File: src/rtl/peak_dpu_pkg.sv
// Shared DPU load/store definitions: op encodings, LSU state encoding and
// the byte-enable / store-replication / load-extract helpers. The decoder
// and the LSU both import these so the encodings can never drift apart.
package peak_dpu_pkg;

  localparam logic [2:0] LS_LB  = 3'd0;
  localparam logic [2:0] LS_LH  = 3'd1;
  localparam logic [2:0] LS_LW  = 3'd2;
  localparam logic [2:0] LS_LBU = 3'd3;
  localparam logic [2:0] LS_LHU = 3'd4;
  localparam logic [2:0] LS_SB  = 3'd5;
  localparam logic [2:0] LS_SH  = 3'd6;
  localparam logic [2:0] LS_SW  = 3'd7;

  localparam logic [1:0] ST_IDLE = 2'd0;
  localparam logic [1:0] ST_REQ  = 2'd1;
  localparam logic [1:0] ST_RESP = 2'd2;

  typedef enum logic [1:0] {
    SZ_BYTE = 2'd0,
    SZ_HALF = 2'd1,
    SZ_WORD = 2'd2
  } ls_size_e;

  function automatic ls_size_e ls_size(input logic [2:0] op);
    ls_size_e sz;
    case (op)
      LS_LB, LS_LBU, LS_SB: sz = SZ_BYTE;
      LS_LH, LS_LHU, LS_SH: sz = SZ_HALF;
      default:              sz = SZ_WORD;
    endcase
    return sz;
  endfunction

  function automatic logic ls_is_store(input logic [2:0] op);
    return (op == LS_SB) || (op == LS_SH) || (op == LS_SW);
  endfunction

  function automatic logic ls_misaligned(input logic [2:0] op, input logic [1:0] ea_lo);
    logic mis;
    case (ls_size(op))
      SZ_HALF: mis = ea_lo[0];
      SZ_WORD: mis = (ea_lo != 2'b00);
      default: mis = 1'b0;
    endcase
    return mis;
  endfunction

  function automatic logic [3:0] ls_be(input logic [2:0] op, input logic [1:0] ea_lo);
    logic [3:0] be;
    case (ls_size(op))
      SZ_BYTE: be = 4'b0001 << ea_lo;
      SZ_HALF: be = 4'b0011 << ea_lo;
      default: be = 4'b1111;
    endcase
    return be;
  endfunction

  // Replicate the store operand across every lane so the byte enables alone
  // select which bytes memory writes.
  function automatic logic [31:0] ls_wdata(input logic [2:0] op, input logic [31:0] sdata);
    logic [31:0] wd;
    case (ls_size(op))
      SZ_BYTE: wd = {4{sdata[7:0]}};
      SZ_HALF: wd = {2{sdata[15:0]}};
      default: wd = sdata;
    endcase
    return wd;
  endfunction

  function automatic logic [31:0] ls_extract(input logic [2:0] op, input logic [1:0] ea_lo,
                                             input logic [31:0] rdata);
    logic [31:0] sh;
    logic [31:0] res;
    sh = rdata >> {ea_lo, 3'b000};
    case (op)
      LS_LB:   res = {{24{sh[7]}}, sh[7:0]};
      LS_LH:   res = {{16{sh[15]}}, sh[15:0]};
      LS_LBU:  res = {24'h000000, sh[7:0]};
      LS_LHU:  res = {16'h0000, sh[15:0]};
      LS_LW:   res = sh;
      default: res = 32'h0000_0000;
    endcase
    return res;
  endfunction

endpackage

File: src/rtl/peak_dpu_lsu_if.sv
// Issue, data-memory and writeback signals of the DPU load/store unit.
// master = the LSU itself, slave = its environment (issue stage, memory, RF).
interface peak_dpu_lsu_if #(parameter int DW = 32);
  logic          ls_vld;
  logic          ls_rdy;
  logic [2:0]    ls_op;
  logic [DW-1:0] ls_base;
  logic [DW-1:0] ls_imm;
  logic [DW-1:0] ls_sdata;
  logic [4:0]    ls_wr_addr;

  logic          dmem_req;
  logic          dmem_gnt;
  logic          dmem_we;
  logic [DW-1:0] dmem_addr;
  logic [3:0]    dmem_be;
  logic [DW-1:0] dmem_wdata;
  logic          dmem_rvld;
  logic [DW-1:0] dmem_rdata;

  logic          wb_vld;
  logic [4:0]    wb_addr;
  logic [DW-1:0] wb_data;
  logic          ls_done;
  logic          ls_misalign;
  logic [DW-1:0] ls_bad_addr;

  modport master (
    input  ls_vld, ls_op, ls_base, ls_imm, ls_sdata, ls_wr_addr,
    input  dmem_gnt, dmem_rvld, dmem_rdata,
    output ls_rdy, dmem_req, dmem_we, dmem_addr, dmem_be, dmem_wdata,
    output wb_vld, wb_addr, wb_data, ls_done, ls_misalign, ls_bad_addr
  );

  modport slave (
    output ls_vld, ls_op, ls_base, ls_imm, ls_sdata, ls_wr_addr,
    output dmem_gnt, dmem_rvld, dmem_rdata,
    input  ls_rdy, dmem_req, dmem_we, dmem_addr, dmem_be, dmem_wdata,
    input  wb_vld, wb_addr, wb_data, ls_done, ls_misalign, ls_bad_addr
  );
endinterface

File: src/rtl/peak_dpu_lsu_align.sv
// Lane alignment for the LSU: byte enables, store-data replication,
// load-data extraction/extension and misalignment detection. Combinational.
module peak_dpu_lsu_align
  import peak_dpu_pkg::*;
(
  input  logic [2:0]  op_i,
  input  logic [1:0]  ea_lo_i,
  input  logic [31:0] sdata_i,
  input  logic [31:0] rdata_i,
  output logic [3:0]  be_o,
  output logic [31:0] wdata_o,
  output logic [31:0] wb_data_o,
  output logic        misalign_o
);
  assign be_o       = ls_be(op_i, ea_lo_i);
  assign wdata_o    = ls_wdata(op_i, sdata_i);
  assign wb_data_o  = ls_extract(op_i, ea_lo_i, rdata_i);
  assign misalign_o = ls_misaligned(op_i, ea_lo_i);
endmodule

File: src/rtl/peak_dpu_lsu.sv
// DPU load/store unit: one ld/st in flight, req/gnt/rvld data bus,
// sign/zero-extended writeback, misaligned ops trapped without a bus access.
module peak_dpu_lsu
  import peak_dpu_pkg::*;
#(
  parameter int DW = 32
)(
  input  logic           clk,
  input  logic           rst_n,
  peak_dpu_lsu_if.master bus
);
  logic [1:0]    state_q,   state_d;
  logic [2:0]    op_q,      op_d;
  logic [1:0]    ea_lo_q,   ea_lo_d;
  logic [4:0]    wr_addr_q, wr_addr_d;
  logic          req_q,     req_d;
  logic          we_q,      we_d;
  logic [DW-1:0] addr_q,    addr_d;
  logic [3:0]    be_q,      be_d;
  logic [DW-1:0] wdata_q,   wdata_d;
  logic          wb_vld_q,  wb_vld_d;
  logic [4:0]    wb_addr_q, wb_addr_d;
  logic [DW-1:0] wb_data_q, wb_data_d;
  logic          done_q,    done_d;
  logic          mis_q,     mis_d;
  logic [DW-1:0] bad_q,     bad_d;

  logic [DW-1:0] ea;
  logic          idle;
  logic [2:0]    al_op;
  logic [1:0]    al_ea_lo;
  logic [3:0]    al_be;
  logic [31:0]   al_wdata;
  logic [31:0]   al_wb_data;
  logic          al_misalign;

  assign ea   = bus.ls_base + bus.ls_imm;
  assign idle = (state_q == ST_IDLE);

  // The aligner serves the incoming op while idle and the held op afterwards.
  assign al_op    = idle ? bus.ls_op : op_q;
  assign al_ea_lo = idle ? ea[1:0]   : ea_lo_q;

  peak_dpu_lsu_align u_align (
    .op_i       (al_op),
    .ea_lo_i    (al_ea_lo),
    .sdata_i    (bus.ls_sdata),
    .rdata_i    (bus.dmem_rdata),
    .be_o       (al_be),
    .wdata_o    (al_wdata),
    .wb_data_o  (al_wb_data),
    .misalign_o (al_misalign)
  );

  // Next-state and next-output logic of the issue/request/response FSM.
  always_comb begin
    state_d   = state_q;
    op_d      = op_q;
    ea_lo_d   = ea_lo_q;
    wr_addr_d = wr_addr_q;
    req_d     = req_q;
    we_d      = we_q;
    addr_d    = addr_q;
    be_d      = be_q;
    wdata_d   = wdata_q;
    wb_vld_d  = 1'b0;
    wb_addr_d = wb_addr_q;
    wb_data_d = wb_data_q;
    done_d    = 1'b0;
    mis_d     = 1'b0;
    bad_d     = bad_q;
    case (state_q)
      ST_IDLE: begin
        if (bus.ls_vld) begin
          op_d      = bus.ls_op;
          ea_lo_d   = ea[1:0];
          wr_addr_d = bus.ls_wr_addr;
          if (al_misalign) begin
            mis_d = 1'b1;
            bad_d = ea;
          end else begin
            state_d = ST_REQ;
            req_d   = 1'b1;
            we_d    = ls_is_store(bus.ls_op);
            addr_d  = {ea[DW-1:2], 2'b00};
            be_d    = al_be;
            wdata_d = al_wdata;
          end
        end else begin
          state_d = ST_IDLE;
        end
      end
      ST_REQ: begin
        if (bus.dmem_gnt) begin
          req_d = 1'b0;
          if (we_q) begin
            done_d  = 1'b1;
            state_d = ST_IDLE;
          end else begin
            state_d = ST_RESP;
          end
        end else begin
          state_d = ST_REQ;
        end
      end
      ST_RESP: begin
        if (bus.dmem_rvld) begin
          wb_vld_d  = 1'b1;
          done_d    = 1'b1;
          wb_addr_d = wr_addr_q;
          wb_data_d = al_wb_data;
          state_d   = ST_IDLE;
        end else begin
          state_d = ST_RESP;
        end
      end
      default: begin
        state_d = ST_IDLE;
        req_d   = 1'b0;
      end
    endcase
  end

  // State and registered outputs; reset abandons any transaction silently.
  always_ff @(posedge clk or negedge rst_n) begin
    if (!rst_n) begin
      state_q   <= ST_IDLE;
      op_q      <= 3'd0;
      ea_lo_q   <= 2'd0;
      wr_addr_q <= 5'd0;
      req_q     <= 1'b0;
      we_q      <= 1'b0;
      addr_q    <= '0;
      be_q      <= 4'd0;
      wdata_q   <= '0;
      wb_vld_q  <= 1'b0;
      wb_addr_q <= 5'd0;
      wb_data_q <= '0;
      done_q    <= 1'b0;
      mis_q     <= 1'b0;
      bad_q     <= '0;
    end else begin
      state_q   <= state_d;
      op_q      <= op_d;
      ea_lo_q   <= ea_lo_d;
      wr_addr_q <= wr_addr_d;
      req_q     <= req_d;
      we_q      <= we_d;
      addr_q    <= addr_d;
      be_q      <= be_d;
      wdata_q   <= wdata_d;
      wb_vld_q  <= wb_vld_d;
      wb_addr_q <= wb_addr_d;
      wb_data_q <= wb_data_d;
      done_q    <= done_d;
      mis_q     <= mis_d;
      bad_q     <= bad_d;
    end
  end

  assign bus.ls_rdy      = idle;
  assign bus.dmem_req    = req_q;
  assign bus.dmem_we     = we_q;
  assign bus.dmem_addr   = addr_q;
  assign bus.dmem_be     = be_q;
  assign bus.dmem_wdata  = wdata_q;
  assign bus.wb_vld      = wb_vld_q;
  assign bus.wb_addr     = wb_addr_q;
  assign bus.wb_data     = wb_data_q;
  assign bus.ls_done     = done_q;
  assign bus.ls_misalign = mis_q;
  assign bus.ls_bad_addr = bad_q;
endmodule

File: src/flat_wrapper.sv
// flat-port wrapper written by rule: the top's interface ports become plain ports
module peak_dpu_lsu_flat import peak_dpu_pkg::*;
#(
  parameter int DW = 32
)
  (clk, rst_n, bus_ls_vld, bus_ls_op, bus_ls_base, bus_ls_imm, bus_ls_sdata, bus_ls_wr_addr, bus_dmem_gnt, bus_dmem_rvld, bus_dmem_rdata, bus_ls_rdy, bus_dmem_req, bus_dmem_we, bus_dmem_addr, bus_dmem_be, bus_dmem_wdata, bus_wb_vld, bus_wb_addr, bus_wb_data, bus_ls_done, bus_ls_misalign, bus_ls_bad_addr);
  peak_dpu_lsu_if #(.DW(DW)) bus_i ();
  input  logic clk;
  input  logic rst_n;
  input wire logic [$bits(bus_i.ls_vld)-1:0] bus_ls_vld;
  input wire logic [$bits(bus_i.ls_op)-1:0] bus_ls_op;
  input wire logic [$bits(bus_i.ls_base)-1:0] bus_ls_base;
  input wire logic [$bits(bus_i.ls_imm)-1:0] bus_ls_imm;
  input wire logic [$bits(bus_i.ls_sdata)-1:0] bus_ls_sdata;
  input wire logic [$bits(bus_i.ls_wr_addr)-1:0] bus_ls_wr_addr;
  input wire logic [$bits(bus_i.dmem_gnt)-1:0] bus_dmem_gnt;
  input wire logic [$bits(bus_i.dmem_rvld)-1:0] bus_dmem_rvld;
  input wire logic [$bits(bus_i.dmem_rdata)-1:0] bus_dmem_rdata;
  output wire logic [$bits(bus_i.ls_rdy)-1:0] bus_ls_rdy;
  output wire logic [$bits(bus_i.dmem_req)-1:0] bus_dmem_req;
  output wire logic [$bits(bus_i.dmem_we)-1:0] bus_dmem_we;
  output wire logic [$bits(bus_i.dmem_addr)-1:0] bus_dmem_addr;
  output wire logic [$bits(bus_i.dmem_be)-1:0] bus_dmem_be;
  output wire logic [$bits(bus_i.dmem_wdata)-1:0] bus_dmem_wdata;
  output wire logic [$bits(bus_i.wb_vld)-1:0] bus_wb_vld;
  output wire logic [$bits(bus_i.wb_addr)-1:0] bus_wb_addr;
  output wire logic [$bits(bus_i.wb_data)-1:0] bus_wb_data;
  output wire logic [$bits(bus_i.ls_done)-1:0] bus_ls_done;
  output wire logic [$bits(bus_i.ls_misalign)-1:0] bus_ls_misalign;
  output wire logic [$bits(bus_i.ls_bad_addr)-1:0] bus_ls_bad_addr;
  assign bus_i.ls_vld = bus_ls_vld;
  assign bus_i.ls_op = bus_ls_op;
  assign bus_i.ls_base = bus_ls_base;
  assign bus_i.ls_imm = bus_ls_imm;
  assign bus_i.ls_sdata = bus_ls_sdata;
  assign bus_i.ls_wr_addr = bus_ls_wr_addr;
  assign bus_i.dmem_gnt = bus_dmem_gnt;
  assign bus_i.dmem_rvld = bus_dmem_rvld;
  assign bus_i.dmem_rdata = bus_dmem_rdata;
  assign bus_ls_rdy = bus_i.ls_rdy;
  assign bus_dmem_req = bus_i.dmem_req;
  assign bus_dmem_we = bus_i.dmem_we;
  assign bus_dmem_addr = bus_i.dmem_addr;
  assign bus_dmem_be = bus_i.dmem_be;
  assign bus_dmem_wdata = bus_i.dmem_wdata;
  assign bus_wb_vld = bus_i.wb_vld;
  assign bus_wb_addr = bus_i.wb_addr;
  assign bus_wb_data = bus_i.wb_data;
  assign bus_ls_done = bus_i.ls_done;
  assign bus_ls_misalign = bus_i.ls_misalign;
  assign bus_ls_bad_addr = bus_i.ls_bad_addr;
  peak_dpu_lsu #(.DW(DW)) u_core (.clk(clk), .rst_n(rst_n), .bus(bus_i));
endmodule
File: config.mk
export PLATFORM = sky130hd
export DESIGN_NAME = peak_dpu_lsu_flat
export DESIGN_NICKNAME = d
export VERILOG_FILES = /design/src/rtl/peak_dpu_pkg.sv /design/src/rtl/peak_dpu_lsu_if.sv /design/src/rtl/peak_dpu_lsu_align.sv /design/src/rtl/peak_dpu_lsu.sv /design/src/flat_wrapper.sv
export SDC_FILE = /design/constraint.sdc
export NUM_CORES = 1
export LEC_CHECK = 0
export ABC_AREA = 1
export CAP_MARGIN = 20
export CORE_MARGIN = 5
export CORE_UTILIZATION = 44
export CTS_BUF_LIST = sky130_fd_sc_hd__clkbuf_8
export DETAILED_ROUTE_END_ITERATION = 16
export GPL_ROUTABILITY_DRIVEN = 0
export PLACE_DENSITY = 0.76
export SETUP_SLACK_MARGIN = 0.2
export SYNTH_ARGS = -nofsm -noshare
export SYNTH_HDL_FRONTEND = slang
export SYNTH_SLANG_ARGS = --single-unit
File: constraint.sdc
create_clock -name clk -period 4.2 [get_ports clk]
set_input_delay 1.26 -clock clk [delete_from_list [all_inputs] [get_ports clk]]
set_output_delay 1.26 -clock clk [all_outputs]
set_load 0.01 [all_outputs]
==> results of run 1 <==
-- critical path, delay by kind of cell --
kind            cells  cell delay [ns]
buf+inv             3             0.84
compound gates      3             0.43
simple gates        5             0.70
fa+ha+maj           2             0.70
-- power groups by stage --
stage | combinational, W | clock (W) | sequential [W]
floorplan | 0.00270 | 0 | 0.00277
CTS | 0.00513 | 0.00108 | 0.00253
detailed placement | 0.00511 | 0 | 0.00254
global placement | 0.00501 | 0 | 0.00254
finish | 0.00509 | 0.00104 | 0.00253
global route | 0.00566 | 0.00114 | 0.00261
-- per-stage QoR --
step	std cells	cell area (um2)	setup slack (ns)	total power, W
final	1975	12900	0.654	0.00866
after global placement	1942	12500	0.269	0.00754
after global routing	1974	12900	0.413	0.00941
after detailed placement	1942	12500	0.218	0.00765
after floorplan	1417	9470	1.13	0.00547
after CTS	1974	12900	0.708	0.00873
-- cells in the mapped netlist (2+ instances only) --
cell      instances
nor2_1           64
inv_4             2
o21ai_0          72
inv_1           166
nand3b_1          3
o21ai_1          19
xor2_1           14
and2_1            7
nand3_1          70
nand2_1         694
a21oi_1          21
a21o_1            2
nand2_4           3
xnor2_1           2
nand4_1           8
ha_1             35
o21ai_2           2
inv_2             2
buf_6             4
clkbuf_1         15
nor3_1            7
o211ai_1          7
nand2_2           9
buf_2            15
buf_4            11
dfrtp_1         152
-- final cells by class --
class	instances	area share (%)
Sequential cell	152	29.5
Antenna cell	1	0.0194
Multi-Input combinational cell	1050	37.1
Clock buffer	19	2.03
Inverter	170	4.99
Timing Repair Buffer	295	23.0
Clock inverter	13	0.748
Tap cell	275	2.67
-- sequential cells by signal (all words and copies together), names as in the netlist, 3 cells and up --
name,count
u_core.op_q,3
u_core.wr_addr_q,5
u_core.bus.ls_bad_addr,32
u_core.bus.dmem_addr,30
u_core.bus.dmem_be,4
u_core.bus.wb_addr,5
u_core.bus.dmem_wdata,32
u_core.bus.wb_data,32
-- per-layer routing --
metal	global-route usage, %	vias to the layer above	part of all wire, %
met5	0	-	0
met4	7.60	0	2.5
met1	32.0	4451	43
met2	40.6	417	47
li1	-	4876	-
met3	4.07	49	7.3
-- final timing paths --
| check | startpoint | end | slack (ns) | depth (start not counted) |
|---|---|---|---|---|
| worst max-delay path | bus_ls_imm[0] | u_core.bus.wb_data[24] | 0.65 | 13 |
| worst min-delay path | u_core.bus.dmem_be[1] | u_core.bus.dmem_be[1] | 0.48 | 2 |
| worst max register to register | u_core.state_q[0] | u_core.bus.dmem_addr[30] | 1.13 | 13 |
| worst min register to register | u_core.bus.dmem_be[1] | u_core.bus.dmem_be[1] | 0.48 | 2 |
| max in group asynchronous | rst_n | u_core.bus.ls_bad_addr[31] | 2.59 | 2 |
| min in group asynchronous | rst_n | u_core.bus.wb_data[24] | 0.82 | 1 |
-- cells by family after synthesis --
logic type                 after synthesis  share of synthesized area, %
other                                    1                        0.0396
and+or+nand+nor                        868                          36.7
AOI/OAI and AO/OA                      128                          7.22
xor gates and xnor gates                16                          1.48
DFF                                    152                          40.2
adders and majority gates               36                          4.84
buffers and inverters                  215                          9.53
==> results by group, run 1 <==
Global routing
  • Largest net degree at the start of global routing: 78
  • GRT Util Overall: 24.2%
  • Initial antenna violation count: 0
  • Number of global-route vias before repair: 9,315
  • Remaining global-route overflow: 0
  • Global-route wire length before repair: 47,700 um

Route
  • Wirelength per Cell: 15.2 um
  • Vias/cell: 4.96
  • Drt drc: 0
  • Total Routed Length: 30,100 um
  • Initial DRT Pass Iterations: 5
  • Via count: 9,793
  • Initial DRC Count: 661
  • Final ANT Viol Nets: 0

Logic synthesis
  • Post-synth EDFFs: 0
  • Register area share after synthesis: 40.2%
  • Library cells used by synthesis: 36
  • Syn_area_per_cell: 6.69 um2
  • Cell Area, Synth: 9470 um2
  • Cell taking the most area after synthesis: dfrtp_1
  • Yosys reg bits: 152
  • Synth area leaders: dfrtp_1, nand2_1, inv_1
  • Top cell type's share of synthesized area: 40.2%
  • Yosys warns: 0
  • Post-Syn Instances: 1,416
  • Primary FF master, synth: dfrtp_1
  • Synth async-reset ratio: 100%

Cells and area
  • Area Overhead vs Synth: 36.1%
  • Most common cell after layout, fill and taps aside: nand2_1
  • NumNets Final: 1,863
  • Area of the multi-input gates: 4770 um2
  • Most frequent cells in the layout: nand2_1, clkdlybuf4s50_1, inv_1
  • Final Util: 61.1%
  • Share of layout cells above drive strength 1: 3.94%
  • Register area: 3800 um2
  • Fillers: 1,916

Power and ir drop
  • Power share of the clock group: 12.0%
  • Pint: 0.00472 W
  • Pwr/cell area: 672 nW/um2
  • Psw: 0.00394 W
  • Comb pwr share: 58.7%
  • Switching share of power: 45.5%
  • Maximum vdd drop: 302 uV
  • Sequential Power Share: 29.2%
  • Leak pwr: 6.90 nW

Critical path
  • Critical path type: in2reg
  • Setup crit start kind: primary input
  • Most used cell along the critical path: nand2_1
  • Crit-path max cell delay: 0.46 ns
  • Crit Path Max Fanout: 19
  • Slowest cell on crit path: clkdlybuf4s50_1
  • Crit-path cells: clkdlybuf4s50_1, ha_1, fa_1, inv_1, nand2_1, o21ai_2, buf_4, nand3_1, o21ai_1, nand2_1, nand2_1, o21ai_0, nand2_1
  • Worst endpoint required time: 4.60 ns
  • Endpoint class of the critical path: flip-flop
  • Worst Path Arrival: 3.94 ns

STA
  • Setup Viol. Count Final: 0
  • TNS Setup: 0 ns
  • Relative slew slack: 44.9%
  • Worst Tran Pin Value: 0.825 ns
  • Max-slew violation count: 0
  • Tcrit/Tclk final: 84.4%
  • Fin Clk Skew: 0.0163 ns
  • RSZ-0062 raised after global routing: false
  • Max Freq: 282 MHz
  • Fin Hold WS: 0.481 ns
  • Final hold violations: 0
  • Final Critical Period: 3.55 ns

Floorplanning
  • Initial Utilization: 44.9%
  • Io pins: 284
  • Die Wd: 157 um
  • Core region area: 21,100 um2
  • Die area: 24,500 um2
  • Die Span Y: 157 um
  • Standard-cell rows: 53

CTS
  • Root Driver: clkbuf_8
  • TritonCTS clock tree: done
  • CTS-repair resized insts: 0
  • Total CTS buffers: 17
  • CTS H-tree depth: 4
  • Clock buffer depth: 2
  • Clock sink count: 152
  • CTS Hold Bufs: 0
  • Clk pin slew, worst setup/hold paths: 0.10 ns
  • Clk_lat worst skew: 0.46 ns
  • Post-CTS Setup Bufs: 0

Placement
  • Port Buffers: 281
  • Dpl hpwl: 23,300 um

Hold path
  • Hold Crit Class: reg2reg

Job
  • Number of max-cap violations: 0

Outcome
  • Status: complete, no violations
(Power assumes the default switching activity.)
==> run 2, diff against run 1 <==
--- a/config.mk
+++ b/config.mk
@@ -12,7 +12,7 @@
 export CTS_BUF_LIST = sky130_fd_sc_hd__clkbuf_8
 export DETAILED_ROUTE_END_ITERATION = 16
 export GPL_ROUTABILITY_DRIVEN = 0
-export PLACE_DENSITY = 0.76
+export PLACE_DENSITY = 0.79
 export SETUP_SLACK_MARGIN = 0.2
 export SYNTH_ARGS = -nofsm -noshare
 export SYNTH_HDL_FRONTEND = slang
==> constraint.sdc (replaced) <==
create_clock -name clk -period 3 [get_ports clk]
set_input_delay 0.9 -clock clk [delete_from_list [all_inputs] [get_ports clk]]
set_output_delay 0.9 -clock clk [all_outputs]
set_load 0.01 [all_outputs]
==> results by group, run 2 (synthesized netlist as in run 1, its figures left out) <==
STA
  • Max-slew violation count: 0 (unchanged)
  • Relative slew slack: 59.1% (+14 points)
  • Final Critical Period: 2.69 ns
  • Fin Clk Skew: 0.0216 ns (+0.00534 ns)
  • Tcrit/Tclk final: 89.7%
  • TNS Setup: 0 ns (unchanged)
  • Setup Viol. Count Final: 0 (unchanged)
  • Final hold violations: 0 (unchanged)
  • Worst Tran Pin Value: 0.614 ns (-0.211 ns)
  • Max Freq: 372 MHz
  • RSZ-0062 raised after global routing: false

Critical path
  • Crit Path Max Fanout: 16 (-3)
  • Setup crit start kind: primary input
  • Crit-path cells: clkdlybuf4s50_1, fa_1, inv_2, nand2_2, o21ai_4, o211ai_1, o21ai_1, nand2_2, nand2_1, buf_12, o21ai_0, nand2_1
  • Endpoint class of the critical path: flip-flop
  • Crit-path max cell delay: 0.58 ns (+0.12 ns)
  • Worst Path Arrival: 3.03 ns (-0.91 ns)
  • Slowest cell on crit path: fa_1
  • Critical path type: in2reg
  • Worst endpoint required time: 3.34 ns (-1.26 ns)

Global routing
  • Remaining global-route overflow: 0 (unchanged)
  • Initial antenna violation count: 1 (+1)
  • Largest net degree at the start of global routing: 65 (-17%)
  • Number of global-route vias before repair: 9,984 (+7.2%)
  • Global-route wire length before repair: 49,200 um (+3.1%)
  • GRT Util Overall: 25.0% (+0.85 points)

Floorplanning
  • Die Wd: 157 um (unchanged)
  • Die area: 24,500 um2 (unchanged)
  • Standard-cell rows: 53 (unchanged)
  • Io pins: 284 (unchanged)
  • Core region area: 21,100 um2 (unchanged)
  • Initial Utilization: 44.9% (unchanged)
  • Die Span Y: 157 um (unchanged)

CTS
  • Total CTS buffers: 17 (unchanged)
  • Clock sink count: 152 (unchanged)
  • Clk pin slew, worst setup/hold paths: 0.10 ns (about the same)
  • Clk_lat worst skew: 0.46 ns (about the same)
  • CTS H-tree depth: 4 (unchanged)
  • Root Driver: clkbuf_8
  • TritonCTS clock tree: done
  • Clock buffer depth: 2 (unchanged)

Cells and area
  • Fin area: 13,600 um2 (+5.3%)
  • Most frequent cells in the layout: nand2_1, clkdlybuf4s50_1, inv_1
  • Area Overhead vs Synth: 43.2%
  • Most common cell after layout, fill and taps aside: nand2_1
  • Final Util: 64.3% (+3.2 points)
  • NumNets Final: 1,909 (+2.5%)
  • Share of layout cells above drive strength 1: 6.99% (+3.0 points)

Power and ir drop
  • Sequential Power Share: 26.3% (-2.9 points)
  • Maximum vdd drop: 494 uV (+63%)
  • Pwr/cell area: 990 nW/um2 (+47%)
  • Pint: 0.00761 W (+61%)
  • Psw: 0.00582 W (+48%)
  • Switching share of power: 43.3% (-2.2 points)
  • Comb pwr share: 61.7% (+3.0 points)
  • Leak pwr: 7.25 nW (+5.0%)
  • Power share of the clock group: 12.0% (about the same)

Hold path
  • Hold Crit Class: in2async

Route
  • Wirelength per Cell: 15.5 um (+1.7%)
  • Via count: 10,200 (+3.8%)
  • Initial DRC Count: 787 (+19%)
  • Drt drc: 0 (unchanged)
  • Total Routed Length: 31,300 um (+4.1%)
  • Initial DRT Pass Iterations: 7 (+2)
  • Final ANT Viol Nets: 0 (unchanged)
  • Vias/cell: 5.03 (+1.4%)

Placement
  • DP Area: 12,900 um2 (+3.1%)
  • Dpl hpwl: 23,700 um (+1.9%)
  • Port Buffers: 281 (unchanged)

Outcome
  • Status: complete, no violations

Job
  • Number of max-cap violations: 0 (unchanged)
==> run 2: cell count changes in the layout (fill, tap and decap cells not counted), sizes merged <==
cell,previous run,this run
clkinvlp,3,4
bufinv,0,2
dlymetal6s2s,0,2
clkinv,4,3
inv,176,175
clkbuf,19,20
bufbuf,0,2
buf,15,57
clkdlybuf4s50,280,278
==> run 2: layout make-up <==
class | count | area [um2]
fillers | 1817 | 7530
multi-input cells | 1050 | 4820
flip-flops and latches | 152 | 3800
repair buffers | 341 | 3550
inverters | 170 | 643
well taps | 275 | 344
clock buffers | 18 | 248
clock inverters | 14 | 148
diodes | 1 | 2.50
==> run 2: worst paths after layout <==
path	start	to	slack [ns]	cells after the start
worst max-delay path	bus_ls_imm[1]	u_core.bus.wb_data[25]	0.31	12
worst min-delay path	rst_n	u_core.bus.dmem_wdata[0]	0.40	1
worst max register to register	u_core.state_q[1]	u_core.bus.dmem_wdata[24]	0.54	15
worst min register to register	u_core.bus.wb_data[1]	u_core.bus.wb_data[1]	0.48	2
max in group asynchronous	rst_n	u_core.state_q[1]	1.76	2
min in group clk	u_core.bus.wb_data[1]	u_core.bus.wb_data[1]	0.48	2
==> run 2: layer usage <==
metal | share of wire, % | wire length (um) | track usage, %
met3 | 8.5 | 2650 | 5.42
met1 | 41 | 12800 | 31.4
met4 | 3.0 | 941 | 8.97
met5 | 0 | 0 | 0
met2 | 48 | 14900 | 42.7
==> run 2: timing repair <==
item	in CTS	in global routing
hold buffers	0	0
gates resized for setup	6	11
gates cloned	2	3
pin swaps	7	7
buffers inserted	4	4
endpoints found under the setup margin	17	112
==> run 2: power by group through the flow <==
stage                     logic [W]  clock network, W  registers, W
after floorplan             0.00378                 0       0.00388
after global placement      0.00760                 0       0.00354
after detailed placement    0.00779                 0       0.00355
after CTS                   0.00809           0.00165       0.00353
after global routing        0.00911           0.00173       0.00364
final                       0.00828           0.00162       0.00353
==> run 2: per-stage QoR <==
step	cells	total power [W]	setup slack, ns	hold WS, ns
final	2021	0.0134	0.310	0.404
after global routing	2021	0.0145	0.242	0.441
after CTS	2013	0.0133	0.205	0.421
after detailed placement	1975	0.0113	-0.363	0.465
after global placement	1975	0.0111	-0.269	0.456
after floorplan	1417	0.00766	0.292	0.442
==> run 2: worst max-delay path, delay by kind of cell <==
| family | cells | cell delay [ns] |
|---|---|---|
| AO/OA/AOI/OAI | 4 | 0.56 |
| adder cells (fa/ha/maj) | 1 | 0.58 |
| AND/OR/NAND/NOR | 4 | 0.33 |
| buffers and inverters | 3 | 0.67 |
